--- src/rtl/uart_pkg.sv ---
// Shared UART definitions: transmitter state encoding and the oversample ratio
// common to the transmitter and receiver.
package uart_pkg;

    typedef enum logic [2:0] {
        IDLE,
        START,
        DATA,
        PARITY,
        STOP
    } uart_tx_state_t;

    localparam int OVERSAMPLE = 16;

endpackage

--- src/rtl/uart_baud_gen.sv ---
// Oversample tick generator: one-cycle tick every DVSR clocks, restartable via clr
// so a new frame always begins on a fresh tick period.
module uart_baud_gen #(
    parameter int DVSR = 54
) (
    input  logic clk,
    input  logic reset,
    input  logic clr,
    output logic tick
);

    localparam int CW = (DVSR > 2) ? $clog2(DVSR) : 1;
    localparam logic [CW-1:0] LAST = CW'(DVSR - 1);

    logic [CW-1:0] cnt_q, cnt_d;

    always_comb begin
        cnt_d = cnt_q + CW'(1);
        if (clr || cnt_q == LAST) begin
            cnt_d = '0;
        end
    end

    always_ff @(posedge clk) begin
        if (reset) begin
            cnt_q <= '0;
        end else begin
            cnt_q <= cnt_d;
        end
    end

    assign tick = (cnt_q == LAST);

endmodule

--- src/rtl/uart_tx.sv ---
// UART transmitter: pops bytes from a first-word-fall-through FIFO and frames them
// start/data LSB-first/[parity]/stop. Define UART_TX_PARITY_EN to add an even-parity bit.
module uart_tx #(
    parameter int DATA_BITS = 8,
    parameter int DVSR      = 54,
    parameter int SB_TICK   = 16
) (
    input  logic                 clk,
    input  logic                 reset,
    input  logic                 empty,
    input  logic [DATA_BITS-1:0] r_data,
    output logic                 rd,
    output logic                 tx,
    output logic                 busy,
    output logic                 tx_done_tick
);

    import uart_pkg::*;

    localparam int NW = (DATA_BITS > 1) ? $clog2(DATA_BITS) : 1;
    localparam logic [4:0]    OS_LAST   = 5'(OVERSAMPLE - 1);
    localparam logic [4:0]    STOP_LAST = 5'(SB_TICK - 1);
    localparam logic [NW-1:0] N_LAST    = NW'(DATA_BITS - 1);

    uart_tx_state_t       state_q, state_d;
    logic [4:0]           s_q, s_d;
    logic [NW-1:0]        n_q, n_d;
    logic [DATA_BITS-1:0] shift_q, shift_d;
    logic                 tx_q, tx_d;
    logic                 done_q, done_d;
    logic                 clr;
    logic                 tick;
`ifdef UART_TX_PARITY_EN
    logic                 par_q, par_d;
`endif

    uart_baud_gen #(.DVSR(DVSR)) u_baud (
        .clk   (clk),
        .reset (reset),
        .clr   (clr),
        .tick  (tick)
    );

    always_comb begin
        state_d = state_q;
        s_d     = s_q;
        n_d     = n_q;
        shift_d = shift_q;
        done_d  = 1'b0;
        clr     = 1'b0;
        rd      = 1'b0;
`ifdef UART_TX_PARITY_EN
        par_d   = par_q;
`endif
        case (state_q)
            IDLE: begin
                // Pop is gated by reset so the FIFO never loses a word the FSM cannot take.
                if (!empty && !reset) begin
                    rd      = 1'b1;
                    shift_d = r_data;
                    s_d     = '0;
                    n_d     = '0;
                    clr     = 1'b1;
                    state_d = START;
`ifdef UART_TX_PARITY_EN
                    par_d   = ^r_data;
`endif
                end
            end
            START: begin
                if (tick) begin
                    if (s_q == OS_LAST) begin
                        s_d     = '0;
                        state_d = DATA;
                    end else begin
                        s_d = s_q + 5'd1;
                    end
                end
            end
            DATA: begin
                if (tick) begin
                    if (s_q == OS_LAST) begin
                        s_d     = '0;
                        shift_d = shift_q >> 1;
                        if (n_q == N_LAST) begin
`ifdef UART_TX_PARITY_EN
                            state_d = PARITY;
`else
                            state_d = STOP;
`endif
                        end else begin
                            n_d = n_q + NW'(1);
                        end
                    end else begin
                        s_d = s_q + 5'd1;
                    end
                end
            end
`ifdef UART_TX_PARITY_EN
            PARITY: begin
                if (tick) begin
                    if (s_q == OS_LAST) begin
                        s_d     = '0;
                        state_d = STOP;
                    end else begin
                        s_d = s_q + 5'd1;
                    end
                end
            end
`endif
            STOP: begin
                if (tick) begin
                    if (s_q == STOP_LAST) begin
                        s_d     = '0;
                        done_d  = 1'b1;
                        state_d = IDLE;
                    end else begin
                        s_d = s_q + 5'd1;
                    end
                end
            end
            default: state_d = IDLE;
        endcase
    end

    // Line level follows the state being entered, so tx changes on the same edge as the state.
    always_comb begin
        tx_d = 1'b1;
        case (state_d)
            START:   tx_d = 1'b0;
            DATA:    tx_d = shift_d[0];
`ifdef UART_TX_PARITY_EN
            PARITY:  tx_d = par_d;
`endif
            default: tx_d = 1'b1;
        endcase
    end

    always_ff @(posedge clk) begin
        if (reset) begin
            state_q <= IDLE;
            s_q     <= '0;
            n_q     <= '0;
            shift_q <= '0;
            tx_q    <= 1'b1;
            done_q  <= 1'b0;
`ifdef UART_TX_PARITY_EN
            par_q   <= 1'b0;
`endif
        end else begin
            state_q <= state_d;
            s_q     <= s_d;
            n_q     <= n_d;
            shift_q <= shift_d;
            tx_q    <= tx_d;
            done_q  <= done_d;
`ifdef UART_TX_PARITY_EN
            par_q   <= par_d;
`endif
        end
    end

    assign tx           = tx_q;
    assign busy         = (state_q != IDLE);
    assign tx_done_tick = done_q;

endmodule

--- config.mk ---
export PLATFORM = sky130hd
export DESIGN_NAME = uart_tx
export DESIGN_NICKNAME = d
export VERILOG_FILES = /design/src/rtl/uart_pkg.sv /design/src/rtl/uart_baud_gen.sv /design/src/rtl/uart_tx.sv
export SDC_FILE = /design/constraint.sdc
export NUM_CORES = 1
export LEC_CHECK = 0
export BUFFER_PORTS_ARGS = -buffer_cell sky130_fd_sc_hd__buf_4
export CAP_MARGIN = 40
export CORE_ASPECT_RATIO = 1.75
export CORE_MARGIN = 5
export CORE_UTILIZATION = 35
export CTS_CLUSTER_SIZE = 28
export DETAILED_ROUTE_END_ITERATION = 8
export GPL_ROUTABILITY_DRIVEN = 0
export PLACE_DENSITY = 0.52
export REMOVE_ABC_BUFFERS = 1
export SLEW_MARGIN = 30
export SYNTH_ARGS = -nofsm -noshare
export SYNTH_HDL_FRONTEND = slang
export SYNTH_SLANG_ARGS = --single-unit
--- constraint.sdc ---
create_clock -name clk -period 2.1 [get_ports clk]
set_input_delay 0.105 -clock clk [delete_from_list [all_inputs] [get_ports clk]]
set_output_delay 0.105 -clock clk [all_outputs]
set_load 0.05 [all_outputs]
### Word level (Yosys, flattened, before mapping)

Index checks and enable logic that the tools add are counted.

| cells by class | value |
|---|---|
| $add $sub $neg | 3 |
| eq/ne operators | 13 |
| muxes and demuxes | 26 |
| bitwise logic cells | 2 |
| reduce and logical (&&, ||, !) cells | 14 |

Operators by type and width:

| kind | number |
|---|---|
| $mux W3 | 12 |
| $mux W8 | 3 |
| $pmux W8 S2 | 1 |
| $mux W5 | 3 |
| $pmux W3 S4 | 1 |
| $pmux W5 S2 | 1 |
| $ne A2 B2 Y1 const B | 4 |
| $add A6 B1 Y6 const B | 1 |
| $eq A3 B1 Y1 const B | 2 |
| $eq A3 B2 Y1 const B | 2 |
| $eq A3 B3 Y1 const B | 2 |
| $eq A6 B6 Y1 const B | 1 |
| $pmux W3 S2 | 1 |
| $reduce_or A3 Y1 | 2 |
| $add A5 B1 Y5 const B | 1 |
| $eq A5 B4 Y1 const B | 1 |
| $reduce_and A5 Y1 | 1 |
| $reduce_and A4 Y1 | 1 |
| $reduce_bool A2 Y1 | 2 |
| $add A3 B1 Y3 const B | 1 |
| $logic_not A3 Y1 | 1 |
| $mux W1 | 3 |
| $reduce_and A3 Y1 | 1 |
| $reduce_bool A3 Y1 | 1 |
| other kinds (7) | 9 |

| storage, ports and cells | value |
|---|---|
| bits in registers | 27 |
| bits of input ports | 11 |
| output and inout bits | 4 |
| logic and storage cells | 66 |

### Logic depth before layout (Yosys ltp)

| depth | value |
|---|---|
| depth after elaboration | 7 |
| depth in mapped cells | 7 |
| mapped depth without buffers | 7 |

### Hierarchy

Synthesis repeated with hierarchy kept, for this count alone.

| second synthesis, totals | value |
|---|---|
| cell total of the unflattened synthesis | 140 |
| area, all modules | 1,258.7 um^2 |

By module, submodules not included:

| module | times used | cells each | area each (um^2) | sequential area each (um^2) |
|---|---|---|---|---|
| uart_tx | 1 | 112 | 1,001.0 | 420.4 |
| uart_baud_gen | 1 | 28 | 257.7 | 120.1 |

### Worst setup path after synthesis

No wires, ideal clock.

| timing | value |
|---|---|
| kind | reg-to-reg |
| from | reg state_q[0] |
| to | reg n_q[1] |
| library setup time | 0.070 ns |
| arrival time | 1.793 ns |
| data required time | 2.030 ns |
| slack | 0.237 ns |
| cell stages (with the launch flop) | 6 |
| path buffers | 0 |
| clock period less this slack | 1.863 ns |
| cell sequence | dfxtp_1 > or2_4 > or4_4 > a22o_1 > or4b_1 > a21oi_1 |

| on the way | value |
|---|---|
| word-level cells in the longest chain between the ends | 3 |
| elaborated cells between the ends (all ways) | 9 |

Ends and longest elaborated chain:

| element | line | RTL |
|---|---|---|
| start: declaration | uart_tx.sv:25 | `uart_tx_state_t state_q, state_d;` |
| start signal: assignment | uart_tx.sv:151 | `state_q <= state_d;` |
| $eq A3 B2 Y1 / $logic_not A3 Y1 (equally long branches) | uart_tx.sv:55 | `case (state_q)` |
| $ne A2 B2 Y1 (no source line) / $reduce_bool A2 Y1 (equally long branches) | -- |  |
| $reduce_and A5 Y1 (no source line) | -- |  |
| end signal: assignment | uart_tx.sv:153 | `n_q <= n_d;` |
| end: declaration | uart_tx.sv:27 | `logic [NW-1:0] n_q, n_d;` |

Several ways; a longest one is shown, not always the timed one.
A chain may end at the register's enable or synchronous reset.

### Worst setup path in the final report

| timing | value |
|---|---|
| from | reg state_q[1] |
| to | reg n_q[2] |

Same word-level chain as after synthesis.

==> results.txt <==
In this run the most critical hold path is launched from r_data[7]. The worst clock skew is roughly 0.0017 ns. The gate count after technology mapping is around 150. The ratio of final minimum period to clock period is a little over nine tenths. Detailed placement ended at an HPWL of 2150 um. Setup repair after global routing left no endpoint under its margin. The maximum operating frequency is around 500 MHz. The critical setup path kind is reg -> reg. Summing over every cut layer, the via total after detailed routing is 1091. The pin count of the biggest net entering global routing came out at 19. The cts-stage hold buffer count is 0. The run finished with clean final reports. The number of routed nets with antenna violations came out at 0. The I/O pin count is 15. For the worst setup path, the data required time is 2.31 ns.

The average instance in the mapped netlist occupies just under 9 um2. Clock-pin slew was measured on the worst setup and hold paths at 0.09 ns. For this run, asynchronously set or reset flops after synthesis account for 0%.

The power density over cell area is 632 nW/um2. The layout overhead on the synthesized area came out at 19.1%. The clock reaches the later pin of the worst-skew pair after 0.27 ns. Synthesis inferred 27 register bits. STA classifies the critical path endpoint as a flip-flop. TritonCTS created 3 clock buffers.

The total area inside the core boundary comes to roughly 3600 um2. The total congestion overflow after global routing is 0. Along the worst path, the maximum fanout reaches 14.

For this configuration, the core starts out at a cell density of 35.6%. Among all flip-flop cells after synthesis, the most frequent one is sky130_fd_sc_hd__dfxtp_1. The non-filler instance count after layout came out at 210. The number of antenna violations at the first check in global routing came out at 0. The via count of the first global-routing pass came out at ~1100.

The max-slew headroom at the worst pin is 72.8%. Ranked by total cell area, the synthesized netlist is headed by sky130_fd_sc_hd__dfxtp_1 43%, sky130_fd_sc_hd__nor2_1 5.6%, sky130_fd_sc_hd__ha_1 4.9%. The die area is 4970 um2. Summed over all instances, the cell type with the most area after synthesis is sky130_fd_sc_hd__dfxtp_1. The die span in y is between 80 and 90 um.

The number of setup buffers added after CTS is 0. The yosys synthesis warning count came out at 0. Global routing consumed, over all layers together, 12.3% of the routing resources. The end point of the most critical hold path is shift_q[7].

The cell count of the worst hold path came out at 3. For this run, the post-layout net count is 181. The leakage power summed over all cells came out at 0.595 nW. In this run the clock root is driven by a sky130_fd_sc_hd__clkbuf_8. The number of core rows came out at 29. The number of placed instances, taps included, is 206. Counting along the longest clock path gives a buffer depth of 2. The worst hold path belongs to the class in -> reg. The number of iterations in the first detailed-routing pass is 4. The cell count of the worst reg-to-reg path came out at 4. The horizontal extent of the die came out at about 55 um. Ranked by instance count, the synthesized netlist is headed by 27 x sky130_fd_sc_hd__dfxtp_1, 19 x sky130_fd_sc_hd__nor2_1, 11 x sky130_fd_sc_hd__a21oi_1. The first global-routing pass estimated 4890 um of wire. The number of vias per cell is a little over 5.

The slew at the pin with the worst max-slew slack came out at 0.408 ns. The H-tree depth reported by CTS is 1. The reg-to-reg setup timing slack is between 0.1 and 0.15 ns.

The post-route netlist has 18.3% of its cells at a drive strength greater than 1. Summing every instance area after synthesis gives 1270 um2. The TritonCTS sink count is 27. The worst path needs between 1.5 and 2 ns of the cycle, external delays included. The final number of hold-violating endpoints is 0. The endpoint identified for the worst register-to-register timing path is n_q[2].

The area of all placed cells without fillers came out at between 1500 and 2000 um2. The sum of negative setup slack came out at 0 ns. The total detailed-routing wirelength came out at about 2800 um. The post-cts resize count came out at 0. The number of buffers added on ports is 14. The count of routing violations after the opening detailed-route iteration is 22. In this run the critical register-to-register path is launched from state_q[1].

The number of fill cells is 395. The sequential cell area fraction in the yosys report came out at 42.7%. The largest voltage drop on the vdd net came out at roughly 0.00032 V. The data arrival at the endpoint of the critical path is about 2.2 ns. The worst setup path is launched from a flip-flop.

The number of diodes added for antenna fixing is 0. By instance count, the leading cell after synthesis is sky130_fd_sc_hd__dfxtp_1. TritonCTS built the clock tree. Setup violations remaining at the end of the flow were counted as 0. The count of maximum capacitance violations came out at 0. The average routed wire per standard cell is 13.2 um. Summing internal, switching and leakage power gives about 0.95 mW. The final routed DRC violation total is 0. The synthesized design contains 0 enable-type register cells. The area share of the largest cell type after synthesis came out at 42.7%. Synthesis instantiated 38 different standard cells from the library. After detailed placement, the total cell area comes to 1460 um2. The max-slew violation count was 0.
==> per-stage QoR <==
| step | setup slack (ns) | util (%) | hold WS, ns |
|---|---|---|---|
| global route | 0.0151 | 42.4 | 0.0960 |
| floorplan | 0.0495 | - | 0.174 |
| CTS | 0.0704 | 42.2 | 0.0840 |
| global placement | 0.171 | 40.9 | 0.353 |
| finish | 0.109 | 42.4 | 0.0856 |
| detailed placement | 0.0792 | 40.9 | 0.371 |
==> how the worst max path moves through the flow <==
stage | startpoint | end | slack (ns) | depth (start not counted)
after floorplan | state_q[0] | n_q[1] | 0.05 | 5
after global placement | s_q[0] | tx | 0.17 | 6
after detailed placement | s_q[0] | tx | 0.08 | 6
after CTS | s_q[0] | tx | 0.07 | 6
after global routing | state_q[1] | n_q[2] | 0.02 | 4
final | state_q[1] | n_q[2] | 0.11 | 4
==> placed cells by master (no fill, tap or decap), types with 2 or more instances in the layout <==
cell type                  count
sky130_fd_sc_hd__a31oi_1       2
sky130_fd_sc_hd__nand2b_1      2
sky130_fd_sc_hd__a41oi_1       2
sky130_fd_sc_hd__or4_1         2
sky130_fd_sc_hd__nor3b_1       2
sky130_fd_sc_hd__xor2_1        4
sky130_fd_sc_hd__o21ai_0       8
sky130_fd_sc_hd__buf_4        22
sky130_fd_sc_hd__and3_1        2
sky130_fd_sc_hd__inv_1         2
sky130_fd_sc_hd__a22oi_1       8
sky130_fd_sc_hd__dfxtp_1      27
sky130_fd_sc_hd__ha_1          5
sky130_fd_sc_hd__xnor2_1       2
sky130_fd_sc_hd__nor3_1        3
sky130_fd_sc_hd__nor2_1       19
sky130_fd_sc_hd__or4b_1        2
sky130_fd_sc_hd__or3_1         3
sky130_fd_sc_hd__nand2_1      10
sky130_fd_sc_hd__a21oi_1      11
sky130_fd_sc_hd__and4b_1       2
sky130_fd_sc_hd__clkbuf_8      3
sky130_fd_sc_hd__nand3_1       5
==> layer usage <==
layer | global-route usage, % | wire length, um | vias to the layer above
li1 | - | - | 562
met1 | 12.4 | 1140 | 505
met2 | 23.8 | 1480 | 19
met3 | 2.89 | 100 | 5
met4 | 5.31 | 48 | 0
met5 | 0 | 0 | -
==> layout make-up <==
type	count	area, um2	area share (%)
inverters	3	11.3	0.747
clock buffers	3	41.3	2.74
clock inverters	1	5.00	0.332
repair buffers	22	165	11.0
flip-flops and latches	27	541	35.9
well taps	46	57.6	3.82
multi-input cells	108	687	45.6
==> registers in the layout (all words and copies together) (netlist names) <==
signal / cells
shift_q: 8
tx_done_tick: 1
u_baud.cnt_q: 6
s_q: 5
state_q: 3
n_q: 3
tx: 1
==> critical path, stage by stage, from the launching register on <==
cell,delay (ns)
sky130_fd_sc_hd__dfxtp_1,0.44
sky130_fd_sc_hd__or4_4,0.56
sky130_fd_sc_hd__a22o_1,0.29
sky130_fd_sc_hd__or4b_1,0.48
sky130_fd_sc_hd__a21oi_1,0.15
==> kinds of logic (layout without fill, tap and decap cells) <==
family / count (synthesis) / count (layout) / share of synthesized area, %
compound gates: 37 / 37 / 18.6
xor+xnor: 6 / 6 / 4.15
fa+ha+maj: 5 / 5 / 4.94
buf+inv: 10 / 29 / 3.56
flops: 27 / 27 / 42.7
mux: 1 / 1 / 0.791
simple gates: 59 / 59 / 25.3
==> where the power goes <==
group / internal, mW / switching [mW] / leakage (nW)
Sequential: 0.529 / 0.0100 / 0.219
Combinational: 0.0541 / 0.0682 / 0.350
Clock: 0.133 / 0.159 / 0.0255
(Power assumes the default switching activity.)
